==> src/rtl/pe_pkg.sv <==
// Shared types and arithmetic helpers for the merged polar-SC PE array.
// LLRs are sign-magnitude: MSB is the sign, the remaining bits are the magnitude.
package pe_pkg;

    // Default LLR width, used by the sign-magnitude struct below.
    localparam int LLR_W = 9;

    // Width of the optional saturation-event counter (SAT_STATS_EN builds).
    localparam int SAT_CNT_W = 16;

    // Field view of a default-width LLR.
    typedef struct packed {
        logic                 sign;
        logic [LLR_W-2:0]     mag;
    } llr_sm_t;

    // Largest representable magnitude for a w-bit sign-magnitude LLR.
    function automatic int llr_mag_max(input int w);
        return (1 << (w - 1)) - 1;
    endfunction

    // Sign-magnitude to two's complement; -0 maps to 0.
    function automatic int sm_to_2c(input logic [31:0] sm, input int w);
        int mag;
        mag = int'(sm & 32'(llr_mag_max(w)));
        if (((sm >> (w - 1)) & 32'd1) != 32'd0) begin
            return -mag;
        end
        return mag;
    endfunction

    // Two's complement to sign-magnitude, clamping the magnitude to the
    // largest representable value. A zero result is always +0.
    function automatic logic [31:0] tc_to_sm_sat(input int v, input int w);
        int          mag;
        logic [31:0] res;
        mag = (v < 0) ? -v : v;
        if (mag > llr_mag_max(w)) begin
            mag = llr_mag_max(w);
        end
        if (mag == 0) begin
            res = '0;
        end else begin
            res = 32'(mag) | ((v < 0) ? (32'd1 << (w - 1)) : 32'd0);
        end
        return res;
    endfunction

    // True when a two's-complement result exceeds the representable magnitude.
    function automatic logic is_sat(input int v, input int w);
        return (v > llr_mag_max(w)) || (v < -llr_mag_max(w));
    endfunction

endpackage

==> src/rtl/merged_pe_lane.sv <==
// One lane of the merged PE: two register stages, no handshake logic.
// Stage 1 captures the f sign, min magnitude and raw b+a / b-a sums (W+1 bits);
// stage 2 saturates, converts back to sign-magnitude and selects g by beta.
module merged_pe_lane
    import pe_pkg::*;
#(
    parameter int W = 9
) (
    input  logic         clk,
    input  logic         rst_n,
    input  logic         s1_en,
    input  logic         s2_en,
    input  logic [W-1:0] a,
    input  logic [W-1:0] b,
    input  logic         beta,
    output logic [W-1:0] f,
    output logic [W-1:0] g0,
    output logic [W-1:0] g1,
    output logic [W-1:0] gsel,
    output logic         sat
);

    logic signed [W:0] a_tc;
    logic signed [W:0] b_tc;
    logic [W-2:0]      min_mag;

    logic              s1_sign_f;
    logic [W-2:0]      s1_min;
    logic signed [W:0] s1_sum0;
    logic signed [W:0] s1_sum1;
    logic              s1_beta;

    logic [W-1:0]      f_d;
    logic [W-1:0]      g0_d;
    logic [W-1:0]      g1_d;
    logic [W-1:0]      gsel_d;
    logic              sat_d;

    // W+1 bits hold any sum or difference of two W-bit SM values without overflow.
    assign a_tc    = (W+1)'(sm_to_2c(32'(a), W));
    assign b_tc    = (W+1)'(sm_to_2c(32'(b), W));
    assign min_mag = (a[W-2:0] < b[W-2:0]) ? a[W-2:0] : b[W-2:0];

    // Stage 1 register: signs folded into the f sign, min magnitude, raw g sums.
    // NOTE: sequential state uses non-blocking assignments so every register
    // samples pre-edge values regardless of statement order.
    // NOTE: data registers are reset too (not just valids) because the outputs
    // must read all-zero while reset is asserted.
    always_ff @(posedge clk or negedge rst_n) begin
        if (!rst_n) begin
            s1_sign_f <= 1'b0;
            s1_min    <= '0;
            s1_sum0   <= '0;
            s1_sum1   <= '0;
            s1_beta   <= 1'b0;
        end else if (s1_en) begin
            s1_sign_f <= a[W-1] ^ b[W-1];
            s1_min    <= min_mag;
            s1_sum0   <= b_tc + a_tc;
            s1_sum1   <= b_tc - a_tc;
            s1_beta   <= beta;
        end
    end

    // Stage 2 combinational: saturate, back to sign-magnitude, normalise -0, select g.
    // NOTE: every output gets a default first so no path leaves it unassigned,
    // which is what keeps always_comb from inferring a latch.
    always_comb begin
        f_d    = '0;
        g0_d   = '0;
        g1_d   = '0;
        gsel_d = '0;
        sat_d  = 1'b0;
        if (s1_min != '0) begin
            f_d = {s1_sign_f, s1_min};
        end
        g0_d   = W'(tc_to_sm_sat(int'(s1_sum0), W));
        g1_d   = W'(tc_to_sm_sat(int'(s1_sum1), W));
        gsel_d = s1_beta ? g1_d : g0_d;
        sat_d  = is_sat(int'(s1_sum0), W) || is_sat(int'(s1_sum1), W);
    end

    // Stage 2 register: final per-lane results held until the beat is taken.
    always_ff @(posedge clk or negedge rst_n) begin
        if (!rst_n) begin
            f    <= '0;
            g0   <= '0;
            g1   <= '0;
            gsel <= '0;
            sat  <= 1'b0;
        end else if (s2_en) begin
            f    <= f_d;
            g0   <= g0_d;
            g1   <= g1_d;
            gsel <= gsel_d;
            sat  <= sat_d;
        end
    end

endmodule

==> src/rtl/merged_pe_array.sv <==
// Pipelined array of LANES merged polar-SC PEs with valid/ready on both sides.
// Two register stages, latency 2, one beat per cycle; in_ready is combinational
// from out_ready (no skid buffer). flush drops all in-flight beats.
// Optional feature: define SAT_STATS_EN to add the sat_count saturation counter.
module merged_pe_array
    import pe_pkg::*;
#(
    parameter int LANES = 4,
    parameter int W     = 9,
    parameter int TAG_W = 8
) (
    input  logic                 clk,
    input  logic                 rst_n,
    input  logic                 flush,
    input  logic                 in_valid,
    output logic                 in_ready,
    input  logic [LANES*W-1:0]   in_a,
    input  logic [LANES*W-1:0]   in_b,
    input  logic [LANES-1:0]     in_beta,
    input  logic [TAG_W-1:0]     in_tag,
    output logic                 out_valid,
    input  logic                 out_ready,
    output logic [LANES*W-1:0]   out_f,
    output logic [LANES*W-1:0]   out_g0,
    output logic [LANES*W-1:0]   out_g1,
    output logic [LANES*W-1:0]   out_gsel,
`ifdef SAT_STATS_EN
    output logic [TAG_W-1:0]     out_tag,
    output logic [SAT_CNT_W-1:0] sat_count
`else
    output logic [TAG_W-1:0]     out_tag
`endif
);

    logic             s1_valid;
    logic             s2_valid;
    logic             s1_adv;
    logic             s2_adv;
    logic             s1_en;
    logic             s2_en;
    logic [TAG_W-1:0] s1_tag;
    logic [LANES-1:0] lane_sat;

    // Each stage moves when it is empty or the stage after it is moving.
    assign s2_adv    = !s2_valid || out_ready;
    assign s1_adv    = !s1_valid || s2_adv;
    assign in_ready  = s1_adv;
    assign out_valid = s2_valid;

    // Data registers load only on a real transfer, and never during flush.
    assign s1_en = in_valid && s1_adv && !flush;
    assign s2_en = s1_valid && s2_adv && !flush;

    // Stage valids; flush wins over any advance on the same edge.
    always_ff @(posedge clk or negedge rst_n) begin
        if (!rst_n) begin
            s1_valid <= 1'b0;
            s2_valid <= 1'b0;
        end else if (flush) begin
            s1_valid <= 1'b0;
            s2_valid <= 1'b0;
        end else begin
            if (s1_adv) begin
                s1_valid <= in_valid;
            end
            if (s2_adv) begin
                s2_valid <= s1_valid;
            end
        end
    end

    // Tag sideband follows the data through both stages unmodified.
    always_ff @(posedge clk or negedge rst_n) begin
        if (!rst_n) begin
            s1_tag  <= '0;
            out_tag <= '0;
        end else begin
            if (s1_en) begin
                s1_tag <= in_tag;
            end
            if (s2_en) begin
                out_tag <= s1_tag;
            end
        end
    end

    for (genvar i = 0; i < LANES; i++) begin : g_lane
        merged_pe_lane #(
            .W (W)
        ) u_lane (
            .clk   (clk),
            .rst_n (rst_n),
            .s1_en (s1_en),
            .s2_en (s2_en),
            .a     (in_a[i*W +: W]),
            .b     (in_b[i*W +: W]),
            .beta  (in_beta[i]),
            .f     (out_f[i*W +: W]),
            .g0    (out_g0[i*W +: W]),
            .g1    (out_g1[i*W +: W]),
            .gsel  (out_gsel[i*W +: W]),
            .sat   (lane_sat[i])
        );
    end

`ifdef SAT_STATS_EN
    logic [SAT_CNT_W-1:0] sat_lanes;
    logic [SAT_CNT_W:0]   sat_sum;

    // Number of lanes in the output beat whose g0 or g1 clamped.
    always_comb begin
        sat_lanes = '0;
        for (int i = 0; i < LANES; i++) begin
            sat_lanes = sat_lanes + SAT_CNT_W'(lane_sat[i]);
        end
        sat_sum = {1'b0, sat_count} + {1'b0, sat_lanes};
    end

    // Saturating event counter, advanced on each output transfer.
    always_ff @(posedge clk or negedge rst_n) begin
        if (!rst_n) begin
            sat_count <= '0;
        end else if (flush) begin
            sat_count <= '0;
        end else if (s2_valid && out_ready) begin
            sat_count <= sat_sum[SAT_CNT_W] ? '1 : sat_sum[SAT_CNT_W-1:0];
        end
    end
`else
    logic unused_lane_sat;
    assign unused_lane_sat = ^lane_sat;
`endif

endmodule

==> config.mk <==
export PLATFORM = sky130hd
export DESIGN_NAME = merged_pe_array
export DESIGN_NICKNAME = d
export VERILOG_FILES = /design/src/rtl/pe_pkg.sv /design/src/rtl/merged_pe_lane.sv /design/src/rtl/merged_pe_array.sv
export SDC_FILE = /design/constraint.sdc
export NUM_CORES = 1
export LEC_CHECK = 0
export ABC_AREA = 1
export CORE_MARGIN = 2
export CORE_UTILIZATION = 45
export DETAILED_ROUTE_END_ITERATION = 6
export PLACE_DENSITY = 0.67
export SLEW_MARGIN = 20
export SYNTH_ARGS = -nofsm -noshare
export SYNTH_HDL_FRONTEND = slang
export SYNTH_SLANG_ARGS = --single-unit
==> constraint.sdc <==
create_clock -name clk -period 3.5 [get_ports clk]
set_clock_uncertainty 0.1 [all_clocks]
set_input_delay 0.525 -clock clk [delete_from_list [all_inputs] [get_ports clk]]
set_output_delay 0.525 -clock clk [all_outputs]
set_load 0.02 [all_outputs]
* Yosys cells after proc, flatten, opt, wreduce, memory -nomap -nowiden *
Index checks and enable logic that the tools add are counted.

word-level totals
  memories = 0
  latch bits = 0
  ROM bits = 0
  logic and storage cells = 191
  register bits = 282
  input bits = 89
  memory bits (writable) = 0

operators by class
  order comparisons = 20
  $add $sub $neg = 24
  equal/unequal tests = 0
  $mul = 0
  shift-type cells = 0
  bitwise logic cells = 12
  reductions and logical operators = 23
  mux-type cells = 72
  divide/modulo/power cells = 0

operator list
  operator                                                      number
  two-way mux 32 bit                                            16
  > comparator 32 x 9 -> 1 bit (second input constant)          8
  zero test 32 bit                                              8
  negator 10 -> 32 bit                                          8
  two-way mux 9 bit                                             24
  two-way mux 10 bit                                            16
  less-than comparator 10 x 1 -> 1 bit (second input constant)  8
  negator 8 -> 10 bit                                           8
  OR 9 bit                                                      8
  adder 10 bit                                                  4
  subtractor 10 bit                                             4
  less-than comparator 8 bit                                    4
  two-way mux 8 bit                                             4
  nonzero test 8 bit                                            4
  two-way mux 1 bit                                             12
  logical AND 1 bit                                             4
  nonzero test 2 bit                                            2
  XOR 1 bit                                                     4
  zero test 1 bit                                               3
  logical OR 1 bit                                              2

* Depth between registers and ports, before layout *
Gate-level depths: netlist of the first run.

  depth after elaboration = 7
  mapped depth = 21
  mapped depth without buffers = 20

* Cells and area by module *
A second synthesis of the first run with hierarchy kept.

unflattened totals
  cells, all modules = 2637
  area total of the unflattened synthesis = 19262.2 um^2

modules (own cells, without submodules)
  module                                  cells each  times used  area an instance (um^2)
  merged_pe_lane at g_lane[1].u_lane ...  639         2           4594.4
  merged_pe_lane at g_lane[0].u_lane      639         1           4742.0
  merged_pe_lane at g_lane[3].u_lane      640         1           4585.6
  merged_pe_array                         80          1           745.7

* Worst setup path after synthesis of the first run *
No wires, ideal clock.

  path type = in2reg
  start point = input in_a[0]
  end point = register g_lane[0].u_lane.s1_sum1[9]
  data arrival time = 2.554 ns
  setup slack = 0.781 ns
  required time = 3.335 ns
  buffers on the path = 1
  stages on the path = 17
  setup time = 0.065 ns
  cells stage by stage = inv_1 ha_1 inv_1 nor2_1 inv_1 nor2_1 inv_1 o21ai_0 xor2_1 ha_1 buf_2 nor4_1 nand3_1 nand3_1 xor2_1 nand2_1 nand2_1

on the way
  cells in the longest elaborated chain, start to end = 4

RTL lines
  item                  RTL line               RTL
  start, declared       merged_pe_array.sv:17  input logic [LANES*W-1:0] in_a,
  negator 8 -> 10 bit   pe_pkg.sv:27           return -mag;
  two-way mux 10 bit    pe_pkg.sv:26           if (((sm >> (w - 1)) & 32'd1) != 32'd0) begin
  two-way mux 10 bit *  pe_pkg.sv:29           return mag;
  subtractor 10 bit *   merged_pe_lane.sv:60   s1_sum1 <= b_tc - a_tc;
  end signal, assigned  merged_pe_lane.sv:60
  end, declared         merged_pe_lane.sv:30   logic signed [W:0] s1_sum1;

Every way passes the cells marked *; elsewhere a longest branch is shown, timed or not.
A chain may end at the register's enable or synchronous reset.

* Final worst setup path of the first run *
  start point = input in_a[18]
  end point = register g_lane[2].u_lane.s1_sum1[7]

on the way
  cells in the longest elaborated chain, start to end = 4

RTL lines
  item                  RTL line
  negator 8 -> 10 bit   pe_pkg.sv:27
  two-way mux 10 bit    pe_pkg.sv:26
  two-way mux 10 bit *  pe_pkg.sv:29
  subtractor 10 bit *   merged_pe_lane.sv:60
  end signal, assigned  merged_pe_lane.sv:60
  end, declared         merged_pe_lane.sv:30

Marks and branches as above.

==> metrics.md, run 1 <==
| Metric | Value |
|---|---|
| Share of flip-flops with an asynchronous set or reset after synthesis | `1.00` |
| Number of distinct standard cells referenced by the synthesized netlist | `46` |
| Largest net degree at the start of global routing | `~150` |
| Io pins | `about 240` |
| Finish-stage setup viols | `0` |
| Post-detailed-routing wire length | `52900 um` |
| Power share of the combinational group | `0.444` |
| Post-place instance area | `21800 um2` |
| Number of maximum-capacitance constraint violations | `0` |
| Post-route ant nets | `0` |
| Normalized max-slew margin | `0.317` |
| Via count of the first global-routing pass | `between 15000 and 20000` |
| Die outline area | `roughly 43000 um2` |
| Clock network fraction of design power | `0.228` |
| Hold WS | `between 300 and 400 ps` |
| Number of warnings issued by yosys | `0` |
| H-tree depth | `1` |
| Row cnt | `74` |
| Area of the mapped netlist | `between 15000 and 20000 um2` |
| Int Power | `between 8 and 9 mW` |
| Clock latency on the worst-skew pair | `approximately 570 ps` |
| Post-detailed-route wirelength per cell | `about 16 um` |
| Leakage power summed over all cells | `11.3 nW` |
| Area growth from synthesis to final layout | `22.8%` |
| Top-area cell type share of the netlist area | `0.373` |
| Initial core utilization | `0.457` |
| Max Transition Viols Final | `0` |
| Sequential element share of the synthesized area | `0.373` |
| Number of post-CTS setup repair buffers | `0` |
| Setup repair after global routing missed its margin | `no` |
| Net switching share of the total power | `0.408` |
| Hold/Removal Path Class | `flip-flop to flip-flop` |
| Cts hold-fix bufs | `1` |
| Net switching power figure | `6.01 mW` |
| Layout cell share with drive strength beyond 1 | `0.0649` |
| Max clock buf depth | `3` |
| Total clock sinks | `278` |
| Critical path startpoint category | `input port` |
| Fmax | `about 0.32 GHz` |
| # resized after CTS | `0` |
| Total via count after detailed routing | `around 17000` |
| Std-Cell Core Area | `40800 um2` |
| Post-Synthesis Cells | `roughly 2500` |
| Design Area, Final | `between 20000 and 25000 um2` |
| Total routing usage reported by global routing | `0.243` |
| IR Drop Worst-Case VDD | `around 0.00035 V` |
| Syn_nets | `approximately 2700` |
| Routability congestion estimate | `roughly 0.9` |
| Cell type with the largest total area after synthesis | `dfrtp_1` |
| Transition time at the pin with the least slew margin | `slightly above 1000 ps` |
| Most area-consuming cells after synthesis | `dfrtp_1 37%, nand2_1 13%, ha_1 8.1%, o21ai_0 7.5%, inv_1 6.7%` |
| DRC | `0` |
| Critical path arrival | `between 3000 and 4000 ps` |
| Most instantiated flip-flop cell in the synthesis netlist | `dfrtp_1` |
| Via-to-Cell Ratio | `5.16` |
| Final period util | `0.885` |
| Number of enable-type register cells in the synthesized netlist | `0` |
| Type of the worst setup path | `input port to flip-flop` |
| Width of the die | `208 um` |
| Clock buffers created by TritonCTS | `31` |
| Share of the core filled with cells | `0.561` |
| Status | `completed` |
| Crit path time final | `slightly above 3000 ps` |
| Initial antenna violation count | `0` |
| 1st-iter DRT viols | `1019` |
| Synthesized area per cell | `about 7.4 um2` |
| Clock transition at path regs | `about 60 ps` |
| CTS tree | `done` |
| Critical Path Sink Type | `flip-flop` |
| Die span in y | `roughly 210 um` |
| Total overflow reported by the global router | `0` |
| Detail Placement HPWL | `between 40000 and 50000 um` |
| Flop pwr share | `0.328` |
| Port bufs | `242` |
| # nets final | `around 3000` |
| Final-report hold violation count | `0` |
| Cell area power density | `about 640 nW/um2` |
| Length of the first detailed-routing pass in iterations | `5` |
| Global-route wire length before repair | `about 87000 um` |
| Register bit count reported by yosys | `around 280` |
| Path depth of the worst reg2reg path | `15` |
| Required arrival time at the worst endpoint | `between 3000 and 4000 ps` |
| Cell depth of the worst hold path | `2` |
| Count of filler cells inserted in the layout | `~3900` |
| Antenna diode instance count | `0` |
| Maximum fanout along the worst path | `3` |
| Total power | `14.7 mW` |
| Clk root buf | `clkbuf_16` |
Yosys cell counts (21+ instances only):
cell and count:
clkbuf_1 29, ha_1 120, xor2_1 77, nor3_1 21
nand4_1 29, dfrtp_1 278, o22ai_1 27, nand2_1 627
inv_1 331, a21oi_1 123, nor2_1 187, nand3_1 135
o21ai_0 278, buf_2 49
worst max-delay path: stages:
cell,delay (ps)
clkdlybuf4s50_1,410
inv_1,110
ha_1,160
inv_1,50
nor2_1,80
inv_1,60
o21ai_0,180
xor2_1,250
ha_1,310
nor4_1,620
buf_4,230
a21oi_1,90
o21bai_1,170
nand2_1,70
nand2_1,60
o22ai_1,70
layout make-up:
| cell class | instances | area, um2 | share of cell area |
|---|---|---|---|
| clock buffers | 43 | 901 | 0.0394 |
| clock inverters | 13 | 153 | 0.00667 |
| inverters | 346 | 1300 | 0.0568 |
| multi-input cells | 1797 | 9870 | 0.431 |
| flip-flops and latches | 278 | 6960 | 0.304 |
| well taps | 532 | 666 | 0.0291 |
| repair buffers | 312 | 3040 | 0.133 |
through the flow:
| stage | TNS, ps | cells | setup WS [ps] |
|---|---|---|---|
| final | 0 | 3321 | 403 |
| after global routing | 0 | 3321 | 139 |
| after CTS | 0 | 3321 | 568 |
| after detailed placement | -74.7 | 3264 | -49.1 |
| after global placement | -143 | 3264 | -111 |
| after floorplan | 0 | 2523 | 781 |
logic make-up after synthesis:
| family | count (synthesis) | synth area share |
|---|---|---|
| AO/OA/AOI/OAI | 536 | 0.160 |
| adder cells (fa/ha/maj) | 128 | 0.0891 |
| XOR/XNOR | 89 | 0.0430 |
| AND/OR/NAND/NOR | 1044 | 0.236 |
| buffers and inverters | 448 | 0.0982 |
| flip-flops | 278 | 0.373 |
state kept, by name (all words and copies together) (netlist names):
signal / count
g_lane.u_lane.g1: 36
g_lane.u_lane.g0: 36
g_lane.u_lane.gsel: 36
g_lane.u_lane.s1_beta: 4
g_lane.u_lane.s1_sum1: 39
s1_valid: 1
g_lane.u_lane.s1_sign_f: 4
g_lane.u_lane.s1_min: 32
g_lane.u_lane.f: 36
out_tag: 8
s1_tag: 8
g_lane.u_lane.s1_sum0: 37
out_valid: 1
metal layers:
| layer | track usage | share of wire |
|---|---|---|
| met5 | 0 | 0 |
| met1 | 0.315 | 0.45 |
| met4 | 0.0830 | 0.031 |
| met2 | 0.414 | 0.47 |
| met3 | 0.0381 | 0.051 |
power by group through the flow:
stage | Clock (mW) | Combinational, mW | Sequential [mW]
final | 3.36 | 6.54 | 4.83
after global routing | 3.56 | 7.26 | 4.96
after CTS | 3.45 | 6.57 | 4.83
after detailed placement | 0 | 6.54 | 4.88
after global placement | 0 | 6.45 | 4.84
after floorplan | 0 | 3.34 | 5.39
placed cells by master (no fill, tap or decap), types with 4 or more instances in the layout:
master,synthesis,routed
nand2_1,627,625
clkbuf_8,0,8
ha_1,120,120
o211ai_1,4,4
a21o_1,4,4
nand3_2,11,11
o21ai_0,278,278
o31ai_1,11,11
clkinv_2,0,6
inv_2,14,13
nor2_1,187,187
nand4_1,29,29
a21oi_1,123,123
a221oi_1,9,9
a31oi_1,18,18
xnor2_1,9,9
clkbuf_1,29,4
xor2_1,77,77
fa_1,8,8
o21bai_1,17,17
o22a_1,18,18
nand3_4,5,5
o22ai_1,27,27
o21ai_1,12,12
buf_4,18,62
nor2_2,15,15
clkbuf_16,0,31
buf_12,0,7
inv_1,331,331
a22o_1,5,5
nor3_1,21,21
nor4_1,8,8
dfrtp_1,278,278
nand3_1,135,135
clkdlybuf4s50_1,0,241
path summary, 6_finish.rpt:
check | startpoint | endpoint | slack, ps
worst min register to register | s1_tag[6] | out_tag[6] | 370
max in group asynchronous | rst_n | out_tag[4] | 2010
worst max-delay path | in_a[18] | g_lane[2].u_lane.s1_sum1[7] | 400
worst max register to register | g_lane[2].u_lane.s1_sum1[0] | g_lane[2].u_lane.gsel[8] | 990
min in group asynchronous | rst_n | out_tag[6] | 440
worst min-delay path | s1_tag[6] | out_tag[6] | 370
(Power assumes the default switching activity.)
==> run 2: changes to the inputs <==
Settings changed: CTS_CLUSTER_DIAMETER from default to 60.
==> run 2 against run 1 <==
Total power increased by 2.5%. Cell count increased by 0.12%. Sequential cell count unchanged.
==> metrics.md, run 2 (synthesis results as in run 1) <==
| Metric | Value |
|---|---|
| Share of the core filled with cells | `0.564 (was 0.561)` |
| Normalized max-slew margin | `0.329 (was 0.317)` |
| Initial core utilization | `0.457 (unchanged)` |
| Largest net degree at the start of global routing | `152 (unchanged)` |
| Type of the worst setup path | `input port to flip-flop (unchanged)` |
| DRC | `0 (unchanged)` |
| Count of filler cells inserted in the layout | `3873 (was 3882)` |
| Clock buffers created by TritonCTS | `35 (was 31)` |
| Post-detailed-routing wire length | `53000 um (was 52900 um)` |
| Leakage power summed over all cells | `11.3 nW (about the same)` |
| Hold/Removal Path Class | `flip-flop to flip-flop (unchanged)` |
| Total via count after detailed routing | `17200 (was 17100)` |
| Number of maximum-capacitance constraint violations | `0 (unchanged)` |
| Detail Placement HPWL | `40500 um (unchanged)` |
| Max clock buf depth | `3 (unchanged)` |
| Die outline area | `43100 um2 (unchanged)` |
| Total overflow reported by the global router | `0 (unchanged)` |
| Fmax | `0.321 GHz (was 0.323 GHz)` |
| Register-to-register path setup slack | `970 ps (was 990 ps)` |
| Total routing usage reported by global routing | `0.246 (was 0.243)` |
| Max Transition Viols Final | `0 (unchanged)` |
| Antenna diode instance count | `0 (unchanged)` |
| Multi-input logic area | `9870 um2 (unchanged)` |
| Transition time at the pin with the least slew margin | `1000 ps (was 1020 ps)` |
| Critical path arrival | `3420 ps (was 3430 ps)` |
| Layout cell share with drive strength beyond 1 | `0.0652 (was 0.0649)` |
| Register with the highest flop count | `g_lane.u_lane.s1_sum1 (unchanged)` |
| Most common cell after layout, fill and taps aside | `nand2_1 (unchanged)` |
| Area growth from synthesis to final layout | `23.5% (was 22.8%)` |
| Clk root buf | `clkbuf_16 (unchanged)` |
| Length of the first detailed-routing pass in iterations | `5 (unchanged)` |
| # nets final | `2987 (was 2983)` |
| Row cnt | `74 (unchanged)` |
| Global-route wire length before repair | `87200 um (was 86800 um)` |
| # resized after CTS | `0 (unchanged)` |
| Finish-stage setup viols | `0 (unchanged)` |
| Setup total negative slack | `0 ps (unchanged)` |
| Maximum fanout along the worst path | `3 (unchanged)` |
| Setup repair after global routing missed its margin | `no (unchanged)` |
| Cell area power density | `656 nW/um2 (was 644 nW/um2)` |
| Largest registers | `g_lane.u_lane.s1_sum1 x39, g_lane.u_lane.s1_sum0 x37 (unchanged)` |
| Post-route ant nets | `0 (unchanged)` |
| CTS tree | `done (unchanged)` |
| H-tree depth | `2 (was 1)` |
| Crit path time final | `3110 ps (was 3100 ps)` |
| Highest-count cells in the layout ignoring fill and taps | `625 x nand2_1, 331 x inv_1, 278 x o21ai_0, 278 x dfrtp_1, 241 x clkdlybuf4s50_1 (unchanged)` |
| Initial antenna violation count | `0 (unchanged)` |
| Final period util | `0.889 (was 0.885)` |
| Post-detailed-route wirelength per cell | `15.9 um (about the same)` |
| Final-report hold violation count | `0 (unchanged)` |
| IR Drop Worst-Case VDD | `0.000331 V (was 0.000348 V)` |
| Io pins | `243 (unchanged)` |
| Critical Path Sink Type | `flip-flop (unchanged)` |
| Port bufs | `242 (unchanged)` |
| Std-Cell Core Area | `40800 um2 (unchanged)` |
| Number of flip-flops in the largest register | `39 (unchanged)` |
| Width of the die | `208 um (unchanged)` |
| Routability congestion estimate | `0.914 (unchanged)` |
| Status | `completed (unchanged)` |
| Die span in y | `208 um (unchanged)` |
| Via-to-Cell Ratio | `5.17 (was 5.16)` |
| Clock transition at path regs | `60 ps (about the same)` |
| Clock latency on the worst-skew pair | `550 ps (was 570 ps)` |
| Critical path startpoint category | `input port (unchanged)` |
| Via count of the first global-routing pass | `17000 (was 16900)` |
| 1st-iter DRT viols | `1164 (was 1019)` |
| Area occupied by registers | `6960 um2 (unchanged)` |
| Total clock sinks | `278 (unchanged)` |
| Required arrival time at the worst endpoint | `3810 ps (was 3830 ps)` |
-- run 2: area by class of cell --
cell class                 count  share of cell area
multi-input combinational   1797               0.429
inverter                     346              0.0565
tap                          532              0.0289
timing repair buffer         312               0.132
clock inverter                13             0.00875
sequential                   278               0.302
clock buffer                  47              0.0427
-- run 2: final timing paths --
kind                                                   from                          end  cells after the start
min in group asynchronous                             rst_n                   out_tag[6]                      2
max in group asynchronous                             rst_n                    s1_tag[5]                      3
worst min-delay path                              s1_tag[5]                   out_tag[5]                      2
worst max register to register  g_lane[2].u_lane.s1_sum1[0]     g_lane[2].u_lane.gsel[8]                     15
worst max-delay path                               in_a[18]  g_lane[2].u_lane.s1_sum1[7]                     16
worst min register to register                    s1_tag[5]                   out_tag[5]                      2
-- run 2: per-layer routing --
| metal | track usage | share of wire | vias up |
|---|---|---|---|
| met5 | 0 | 0 | - |
| met4 | 0.0980 | 0.035 | 0 |
| met3 | 0.0445 | 0.052 | 92 |
| met2 | 0.413 | 0.47 | 406 |
| met1 | 0.316 | 0.44 | 7981 |
| li1 | - | - | 8704 |
-- run 2: metrics by stage --
| step | hold WS, ps | total power [mW] | setup WS (ps) | std cells | area, um2 |
|---|---|---|---|---|---|
| floorplan | 129 | 8.73 | 781 | 2523 | 18600 |
| global placement | 349 | 11.3 | -111 | 3264 | 21800 |
| detailed placement | 354 | 11.4 | -49.1 | 3264 | 21800 |
| CTS | 353 | 15.2 | 539 | 3325 | 23000 |
| global route | 373 | 16.2 | 113 | 3325 | 23000 |
| finish | 348 | 15.1 | 390 | 3325 | 23000 |
-- run 2: report_power, final --
group          internal [mW]  switching (mW)  total, mW
Sequential              4.13           0.702       4.83
Clock                   2.28            1.44       3.72
Combinational           2.59            3.95       6.55
Total                   9.00            6.10       15.1
-- run 2: critical path, cell delays in order --
cell and delay [ps]:
clkdlybuf4s50_1 410, inv_1 110, ha_1 160, inv_1 50, nor2_1 80, inv_1 60
o21ai_0 180, xor2_1 250, ha_1 310, nor4_1 610, buf_4 230, a21oi_1 90
o21bai_1 170, nand2_1 70, nand2_1 60, o22ai_1 70
-- run 2: what timing repair did --
item,4_1_cts,5_1_grt
setup buffers,0,0
hold buffers,1,0
endpoints found under the hold margin,79,0
==> run 3: changes to the inputs <==
Settings changed: TNS_END_PERCENT from default to 50.
==> results of run 3 <==
Final layout, timing and power as in run 2 (identical DEF).
